[config.mk]
export PLATFORM = sky130hd
export DESIGN_NAME = parking_gate_ctrl_flat
export DESIGN_NICKNAME = d
export VERILOG_FILES = /design/src/rtl/parking_gate_if.sv /design/src/rtl/parking_gate_ctrl.sv /design/src/flat_wrapper.sv
export SDC_FILE = /design/constraint.sdc
export NUM_CORES = 1
export LEC_CHECK = 0
export BUFFER_PORTS_ARGS = -buffer_cell sky130_fd_sc_hd__clkbuf_2
export CAP_MARGIN = 10
export CELL_PAD_IN_SITES_DETAIL_PLACEMENT = 1
export CELL_PAD_IN_SITES_GLOBAL_PLACEMENT = 2
export CORE_UTILIZATION = 35
export DETAILED_ROUTE_END_ITERATION = 10
export HOLD_SLACK_MARGIN = 0.1
export PLACE_DENSITY = 0.76
export SYNTH_ARGS = -nofsm -noshare
export SYNTH_HDL_FRONTEND = slang
export SYNTH_SLANG_ARGS = --single-unit
[constraint.sdc]
create_clock -name clk -period 2.4 [get_ports clk]
set_input_delay 0 -clock clk [delete_from_list [all_inputs] [get_ports clk]]
set_output_delay 0 -clock clk [all_outputs]
set_load 0.01 [all_outputs]
[src/rtl/parking_gate_if.sv]
// Bundle of request, sensor-tick and status signals between the parking lot
// logic and the entry-barrier controller.
interface parking_gate_if #(
  parameter int W = 8
);
  logic         req;
  logic         car_in_tick;
  logic         car_out_tick;
  logic         clr_err;
  logic         gate_open;
  logic         granted;
  logic         denied;
  logic         timeout;
  logic         full;
  logic         empty;
  logic [W-1:0] occupancy;
  logic         err;

  modport master (
    output req, car_in_tick, car_out_tick, clr_err,
    input  gate_open, granted, denied, timeout, full, empty, occupancy, err
  );

  modport slave (
    input  req, car_in_tick, car_out_tick, clr_err,
    output gate_open, granted, denied, timeout, full, empty, occupancy, err
  );
endinterface

[src/rtl/parking_gate_ctrl.sv]
// Entry-barrier sequencer and occupancy counter for the parking lot; grants or
// refuses entry, times the barrier and flags sensor/count inconsistencies.
module parking_gate_ctrl #(
  parameter int CAP       = 100,
  parameter int W         = 8,
  parameter int OPEN_TMO  = 50_000_000,
  parameter int CLOSE_DLY = 25_000_000,
  parameter int TMR_W     = 26
) (
  input  logic          clk,
  input  logic          reset,
  parking_gate_if.slave bus
);

  localparam logic [W-1:0]     CAP_V      = W'(CAP);
  localparam logic [TMR_W-1:0] OPEN_LAST  = TMR_W'(OPEN_TMO - 1);
  localparam logic [TMR_W-1:0] CLOSE_LAST = TMR_W'(CLOSE_DLY - 1);

  typedef enum logic [1:0] {
    IDLE  = 2'd0,
    OPEN  = 2'd1,
    CLOSE = 2'd2
  } state_t;

  state_t           state_reg;
  logic [TMR_W-1:0] timer_reg;
  logic             req_d_reg;
  logic             gate_open_reg;
  logic             granted_reg;
  logic             denied_reg;
  logic             timeout_reg;
  logic             full_reg;
  logic             empty_reg;
  logic             err_reg;
  logic [W-1:0]     occupancy_reg;
  logic [W-1:0]     occupancy_next;

  logic req_rise;
  logic below_cap;
  logic above_zero;
  logic in_ok;
  logic out_ok;
  logic err_set;

  always_comb begin
    req_rise       = bus.req & ~req_d_reg;
    below_cap      = (occupancy_reg < CAP_V);
    above_zero     = (occupancy_reg != '0);
    in_ok          = bus.car_in_tick & below_cap;
    out_ok         = bus.car_out_tick & above_zero;
    occupancy_next = occupancy_reg;
    if (in_ok && !out_ok) begin
      occupancy_next = occupancy_reg + W'(1);
    end else if (out_ok && !in_ok) begin
      occupancy_next = occupancy_reg - W'(1);
    end
    // Entry is only legitimate while the barrier is waiting for the granted car.
    err_set = (bus.car_in_tick & ~below_cap)
            | (bus.car_out_tick & ~above_zero)
            | (bus.car_in_tick & (state_reg != OPEN));
  end

  always_ff @(posedge clk or negedge reset) begin
    if (!reset) begin
      state_reg     <= IDLE;
      timer_reg     <= '0;
      req_d_reg     <= 1'b0;
      gate_open_reg <= 1'b0;
      granted_reg   <= 1'b0;
      denied_reg    <= 1'b0;
      timeout_reg   <= 1'b0;
    end else begin
      req_d_reg   <= bus.req;
      granted_reg <= 1'b0;
      denied_reg  <= 1'b0;
      timeout_reg <= 1'b0;
      case (state_reg)
        IDLE: begin
          gate_open_reg <= 1'b0;
          if (req_rise) begin
            if (below_cap) begin
              state_reg     <= OPEN;
              granted_reg   <= 1'b1;
              gate_open_reg <= 1'b1;
              timer_reg     <= '0;
            end else begin
              denied_reg <= 1'b1;
            end
          end
        end
        OPEN: begin
          gate_open_reg <= 1'b1;
          if (bus.car_in_tick) begin
            state_reg <= CLOSE;
            timer_reg <= '0;
          end else if (timer_reg == OPEN_LAST) begin
            state_reg     <= IDLE;
            gate_open_reg <= 1'b0;
            timeout_reg   <= 1'b1;
          end else begin
            timer_reg <= timer_reg + TMR_W'(1);
          end
        end
        CLOSE: begin
          gate_open_reg <= 1'b1;
          if (timer_reg == CLOSE_LAST) begin
            state_reg     <= IDLE;
            gate_open_reg <= 1'b0;
          end else begin
            timer_reg <= timer_reg + TMR_W'(1);
          end
        end
        default: begin
          state_reg     <= IDLE;
          gate_open_reg <= 1'b0;
        end
      endcase
    end
  end

  // full/empty derive from the same next value so they never disagree with the count.
  always_ff @(posedge clk or negedge reset) begin
    if (!reset) begin
      occupancy_reg <= '0;
      full_reg      <= 1'b0;
      empty_reg     <= 1'b1;
      err_reg       <= 1'b0;
    end else begin
      occupancy_reg <= occupancy_next;
      full_reg      <= (occupancy_next == CAP_V);
      empty_reg     <= (occupancy_next == '0);
      if (err_set) begin
        err_reg <= 1'b1;
      end else if (bus.clr_err) begin
        err_reg <= 1'b0;
      end
    end
  end

  assign bus.gate_open = gate_open_reg;
  assign bus.granted   = granted_reg;
  assign bus.denied    = denied_reg;
  assign bus.timeout   = timeout_reg;
  assign bus.full      = full_reg;
  assign bus.empty     = empty_reg;
  assign bus.occupancy = occupancy_reg;
  assign bus.err       = err_reg;

endmodule

[src/flat_wrapper.sv]
// flat-port wrapper written by rule: the top's interface ports become plain ports
module parking_gate_ctrl_flat 
#(
  parameter int CAP       = 100,
  parameter int W         = 8,
  parameter int OPEN_TMO  = 50_000_000,
  parameter int CLOSE_DLY = 25_000_000,
  parameter int TMR_W     = 26
)
  (clk, reset, bus_req, bus_car_in_tick, bus_car_out_tick, bus_clr_err, bus_gate_open, bus_granted, bus_denied, bus_timeout, bus_full, bus_empty, bus_occupancy, bus_err);
  parking_gate_if #(.W(W)) bus_i ();
  input  logic clk;
  input  logic reset;
  input wire logic [$bits(bus_i.req)-1:0] bus_req;
  input wire logic [$bits(bus_i.car_in_tick)-1:0] bus_car_in_tick;
  input wire logic [$bits(bus_i.car_out_tick)-1:0] bus_car_out_tick;
  input wire logic [$bits(bus_i.clr_err)-1:0] bus_clr_err;
  output wire logic [$bits(bus_i.gate_open)-1:0] bus_gate_open;
  output wire logic [$bits(bus_i.granted)-1:0] bus_granted;
  output wire logic [$bits(bus_i.denied)-1:0] bus_denied;
  output wire logic [$bits(bus_i.timeout)-1:0] bus_timeout;
  output wire logic [$bits(bus_i.full)-1:0] bus_full;
  output wire logic [$bits(bus_i.empty)-1:0] bus_empty;
  output wire logic [$bits(bus_i.occupancy)-1:0] bus_occupancy;
  output wire logic [$bits(bus_i.err)-1:0] bus_err;
  assign bus_i.req = bus_req;
  assign bus_i.car_in_tick = bus_car_in_tick;
  assign bus_i.car_out_tick = bus_car_out_tick;
  assign bus_i.clr_err = bus_clr_err;
  assign bus_gate_open = bus_i.gate_open;
  assign bus_granted = bus_i.granted;
  assign bus_denied = bus_i.denied;
  assign bus_timeout = bus_i.timeout;
  assign bus_full = bus_i.full;
  assign bus_empty = bus_i.empty;
  assign bus_occupancy = bus_i.occupancy;
  assign bus_err = bus_i.err;
  parking_gate_ctrl #(.CAP(CAP), .W(W), .OPEN_TMO(OPEN_TMO), .CLOSE_DLY(CLOSE_DLY), .TMR_W(TMR_W)) u_core (.clk(clk), .reset(reset), .bus(bus_i));
endmodule
### Yosys cells after proc, flatten, opt, wreduce, memory -nomap -nowiden

Index checks and enable logic that the tools add are counted.
W data, S select, Z words.

| storage, ports and cells | value |
|---|---|
| bits of input ports | 6 |
| word-level logic and storage cells | 78 |
| output and inout bits | 15 |
| bits in registers | 44 |

| cells by class | value |
|---|---|
| mux-type cells | 29 |
| magnitude comparators | 1 |
| reductions and logical operators | 11 |
| bitwise logic cells | 11 |
| equality and inequality tests | 12 |
| add/subtract/negate cells | 3 |

Operators with widths:

| kind | count |
|---|---|
| $mux W26 | 5 |
| $pmux W26 S3 | 1 |
| $add A26 B1 Y26 const B | 1 |
| $eq A26 B25 Y1 const B | 1 |
| $eq A26 B26 Y1 const B | 1 |
| $mux W8 | 2 |
| $mux W1 | 14 |
| $mux W2 | 5 |
| $add A8 B1 Y8 const B | 1 |
| $eq A8 B7 Y1 const B | 1 |
| $logic_not A8 Y1 | 1 |
| $lt A8 B7 Y1 const B | 1 |
| $ne A2 B1 Y1 const B | 4 |
| $reduce_bool A8 Y1 | 1 |
| $sub A8 B1 Y8 const B | 1 |
| $and A1 B1 Y1 | 6 |
| $pmux W2 S3 | 1 |
| $reduce_and A5 Y1 | 1 |
| $reduce_and A4 Y1 | 1 |
| $ne A3 B2 Y1 const B | 1 |
| $ne A3 B3 Y1 const B | 1 |
| $not A1 Y1 | 3 |
| $pmux W1 S3 | 1 |
| $reduce_bool A3 Y1 | 1 |
| other kinds (8) | 11 |

### Logic depth before layout (Yosys ltp)

| logic depth | value |
|---|---|
| depth in word-level cells | 7 |
| depth in mapped cells | 9 |
| depth with buffers taken out | 8 |

### Least setup slack after synthesis

OpenSTA, ideal clock, no wires.

| path | value |
|---|---|
| kind | register -> register |
| start | register u_core.occupancy_reg[0], in the netlist u_core.bus.occupancy[0] |
| end | register u_core.full_reg, in the netlist u_core.bus.full |
| arrival time | 2.173 ns |
| cell stages (with the launch flop) | 9 |
| path buffers | 0 |
| setup time | 0.101 ns |
| required time | 2.299 ns |
| period minus slack after synthesis | 2.274 ns |
| slack | 0.126 ns |
| path through | dfrtp_1 inv_1 ha_1 nor3b_1 and2_4 nor2b_2 or3_1 a221o_1 nor4_1 |

| between the ends | value |
|---|---|
| word-level cells in the longest chain between the ends | 7 |
| elaborated cells on any way between the ends | 13 |
| those cells by class | add/sub: 2; order compare: 1; eq/ne: 1; mux: 2; bitwise: 2; reduce/logical: 5 |

RTL lines:

| item | line | source |
|---|---|---|
| start: declaration | parking_gate_ctrl.sv:35 | `logic [W-1:0] occupancy_reg;` |
| start signal: assignment | parking_gate_ctrl.sv:129 | `occupancy_reg <= occupancy_next;` |
| $lt A8 B7 Y1 | parking_gate_ctrl.sv:47 | `below_cap = (occupancy_reg < CAP_V);` |
| $and A1 B1 Y1 | parking_gate_ctrl.sv:49 | `in_ok = bus.car_in_tick & below_cap;` |
| $logic_not A1 Y1 | parking_gate_ctrl.sv:54 | `end else if (out_ok && !in_ok) begin` |
| $logic_and A1 B1 Y1 | parking_gate_ctrl.sv:54 |  |
| $mux W8 | parking_gate_ctrl.sv:54 |  |
| $mux W8 * | parking_gate_ctrl.sv:52 | `if (in_ok && !out_ok) begin` |
| $eq A8 B7 Y1 * | parking_gate_ctrl.sv:130 | `full_reg <= (occupancy_next == CAP_V);` |
| end signal: assignment | parking_gate_ctrl.sv:130 |  |
| end: declaration | parking_gate_ctrl.sv:32 | `logic full_reg;` |

Every way passes the cells marked *; elsewhere a longest branch is shown, timed or not.
A chain may end at the register's enable or synchronous reset.

### Worst setup path after layout

| path | value |
|---|---|
| start | register u_core.occupancy_reg[3], in the netlist u_core.bus.occupancy[3] |
| end | register u_core.timer_reg[9] |

| between the ends | value |
|---|---|
| word-level cells in the longest chain between the ends | 3 |

RTL lines:

| item | line | source |
|---|---|---|
| $lt A8 B7 Y1 | parking_gate_ctrl.sv:47 |  |
| $ne A2 B1 Y1 (no source line) | - |  |
| $reduce_and A5 Y1 (no source line) | - |  |
| end signal: assignment | parking_gate_ctrl.sv:101 | `timer_reg <= timer_reg + TMR_W'(1);` |
| end signal: assignment | parking_gate_ctrl.sv:110 | `timer_reg <= timer_reg + TMR_W'(1);` |
| end: declaration | parking_gate_ctrl.sv:26 | `logic [TMR_W-1:0] timer_reg;` |

Every way passes these cells.

==> impl_results.md <==
- Vias: 2461
- Worst hold path type: input pin to register
- Hpwl dp: 5.28 mm
- Die Height: 92.0 um
- Worst Path Arrival: 2.44 ns
- Clock Latency Late Sink: 0.31 ns
- Clk slew on worst S/H paths: 0.09 ns
- Syn avg cell area: 9.40 um2
- Chip width: 92.0 um
- Crit path from: u_core.bus.occupancy[3]
- Worst-Margin Slew: 0.575 ns
- WP buf/inv: 1
- Critical path class: register to register
- DRC viols: 0
- Post-synthesis sequential area ratio: 0.388
- DRT iter0 DRCs: 88
- Worst VDD drop: 0.000282 V
- CORE AREA: 7770 um2
- Layout cells sized above 1: 0.240
- Setup TNS: 0 ns
- Tmin final: 2.23 ns
- Synth warn: 0
- Die area: 8470 um2
- CTS H-tree lvls: 2
- Non-Filler Instances: 436
- Unique masters post-synth: 61
- Slew margin rel.: 0.616
- Net count after synthesis: 316
- Count of input and output buffers: 20
- Fmax achieved: 0.448 GHz
- Post-synth top flop: dfrtp_1
- P_leak: 0.00136 uW
- Hold path start: bus_car_in_tick
- Row count: 32
- Largest net degree at the start of global routing: 45
- Crit-path max cell delay: 0.48 ns
- Worst path cell trace: o311a_1 > nor2_4 > a21bo_4 > nand3_4 > or2_1 > buf_12 > o41ai_2
- I/O pin total: 21
- Max reg flops: 26
- Setup Skew: 0.00939 ns
- Outcome: completed
- Slew Limit Fails: 0
- Register share of total power: 0.346
- Family with the most delay on the worst path: compound AO/OA/AOI/OAI gates
- Post-CTS setup buffers: 0
- Endpoints failing hold: 0
- Combinational power share: 0.431
- Synth Instances: 302
- Drt wl/cell: 17.0 um
- Max clock buf depth: 2
- Total track usage: 0.186
- Crit start category: register
- Switching Share: 0.405
- Detail Route Antenna Nets: 0
- Critical Path RT: 2.60 ns
- Clock power share: 0.223
- N_diodes: 0
- DP Worst Slack: 0.0479 ns
- Flop and latch count out of synthesis: 44
- Drt total wl: 7.42 mm
- R2r startpoint: u_core.bus.occupancy[3]
- Final setup violation count: 0
- CTS Buf Count: 5
- Vias per cell: 5.64
- Largest fanout on the critical path: 25
- Area delta synth->final: 16.4%
- CTS sink count: 44
- Cells after DPL: 424
- Routability cong.: 0.825
- CTS tree: built
- Pwr/cell area: 873 nW/um2
- Post-route cell area: 3300 um2
- Vias in the first global route: 2456
- Initial antenna violation count: 0
- Mapped Area: 2840 um2
- Final WS setup: 0.167 ns
- Max Cap Viol: 0
- Initial core utilization: 0.365
- Crit end category: register
- Overall power: 2880 uW
- Slowest stage cell, crit path: dfrtp_1
- Fraction of registers with async set/reset: 1.00
- Period utilisation layout: 0.930
- Root Driver: clkbuf_8
- Number of flops mapped to enable cells by yosys: 0
- RSZ-0062 raised after global routing: yes
- DRT Pass-1 Iters: 4
- First-pass GRT wire length: 12.5 mm
- Final Net Count: 347
- Remaining Overflow, GRT: 0
- DP Area: 3110 um2
- Switching pwr: 1170 uW
- Cell internal pwr: 1720 uW
==> cells in the mapped netlist, types with 5 or more instances <==
cell type,n,share of area
or3_1,6,0.013
nor2_1,22,0.029
o31ai_2,14,0.062
clkbuf_1,8,0.011
nand3_1,18,0.032
dfrtp_1,43,0.38
and3_1,6,0.013
nor3_1,6,0.011
ha_1,8,0.035
inv_1,9,0.012
nand4_1,7,0.015
nor2b_1,5,0.011
a21oi_1,7,0.012
nand2_1,26,0.034
o21ai_1,5,0.0088
nor4_1,5,0.011
a31oi_1,10,0.022
o21ai_0,29,0.051
==> cell usage in the layout (no fill, tap or decap), types with 2 or more instances in the layout <==
cell type,Yosys,routed
and2_1,2,2
xnor2_1,4,4
or3_1,6,6
o21ai_0,29,29
nand3b_1,2,2
dfrtp_1,43,43
inv_1,9,9
nor4_4,2,2
a221o_1,2,2
o41ai_2,4,4
nand4_1,7,7
a31oi_1,10,10
and3_1,6,6
a21oi_1,7,7
nor3_2,1,2
nor2b_1,5,5
nand3_1,18,18
o31ai_1,4,4
nand2_1,26,26
o211ai_1,2,2
nor3_1,6,5
nor4_2,1,2
o21ai_1,5,4
nand2b_1,3,3
nor2_1,22,22
ha_1,8,8
clkbuf_2,0,20
dlygate4sd3_1,0,4
nor4_1,5,4
o31ai_2,14,14
buf_4,1,15
and2_4,2,2
clkbuf_8,0,7
and4_1,2,2
a22o_1,2,2
==> power groups by stage <==
stage / Clock (uW) / Combinational (uW) / Sequential [uW]
after floorplan: 0 / 804 / 1020
after global placement: 0 / 1210 / 1000
after detailed placement: 0 / 1220 / 1010
after CTS: 664 / 1230 / 994
after global routing: 686 / 1380 / 1020
final: 643 / 1240 / 998
==> per-stage QoR <==
stage | util | hold slack [ns]
after CTS | 0.421 | 0.185
after detailed placement | 0.400 | 0.122
after global placement | 0.400 | 0.122
final | 0.425 | 0.176
after floorplan | - | -0.296
after global routing | 0.425 | 0.216
==> logic make-up (layout without fill, tap and decap cells) <==
kind of cell             after synthesis  count (layout)  share of synthesized area
multiplexers                           1               1                    0.00397
flip-flops                            44              44                      0.388
AO/OA/AOI/OAI                         90              90                      0.245
XOR/XNOR                               5               5                     0.0154
buffers and inverters                 25              57                     0.0459
AND/OR/NAND/NOR                      129             129                      0.266
adder cells (fa/ha/maj)                8               8                     0.0353
==> area by class of cell <==
class | instances | area [um2]
repair buffers | 40 | 273
well taps | 102 | 128
clock buffers | 7 | 96.3
flip-flops and latches | 44 | 1100
inverters | 9 | 33.8
clock inverters | 1 | 30.0
multi-input cells | 233 | 1640
fillers | 915 | 4470
==> worst min-delay path, stage by stage <==
cell	delay (ns)
clkbuf_2	0.17
o21ai_0	0.19
a31oi_1	0.08
==> path summary, 6_finish.rpt <==
path,end,slack (ns),cells after the start
max,u_core.timer_reg[9],0.17,7
min,u_core.bus.gate_open,0.18,3
max reg2reg,u_core.timer_reg[9],0.17,7
min reg2reg,u_core.timer_reg[20],0.53,1
max in group asynchronous,u_core.bus.occupancy[0],1.69,3
min in group asynchronous,u_core.state_reg[1],0.31,3
==> per-layer routing <==
metal	up-vias	track usage	part of all wire
met1	1224	0.268	0.51
met5	-	0	0
li1	1197	-	-
met3	8	0.0299	0.023
met4	0	0.0560	0.015
met2	32	0.286	0.45
==> repair_timing <==
item | in CTS | in global routing
endpoints found under the hold margin | 46 | 0
gates resized for setup | 0 | 5
hold buffers | 4 | 0
endpoints found under the setup margin | 0 | 12
Note: power is estimated with default switching activity, not from simulation.
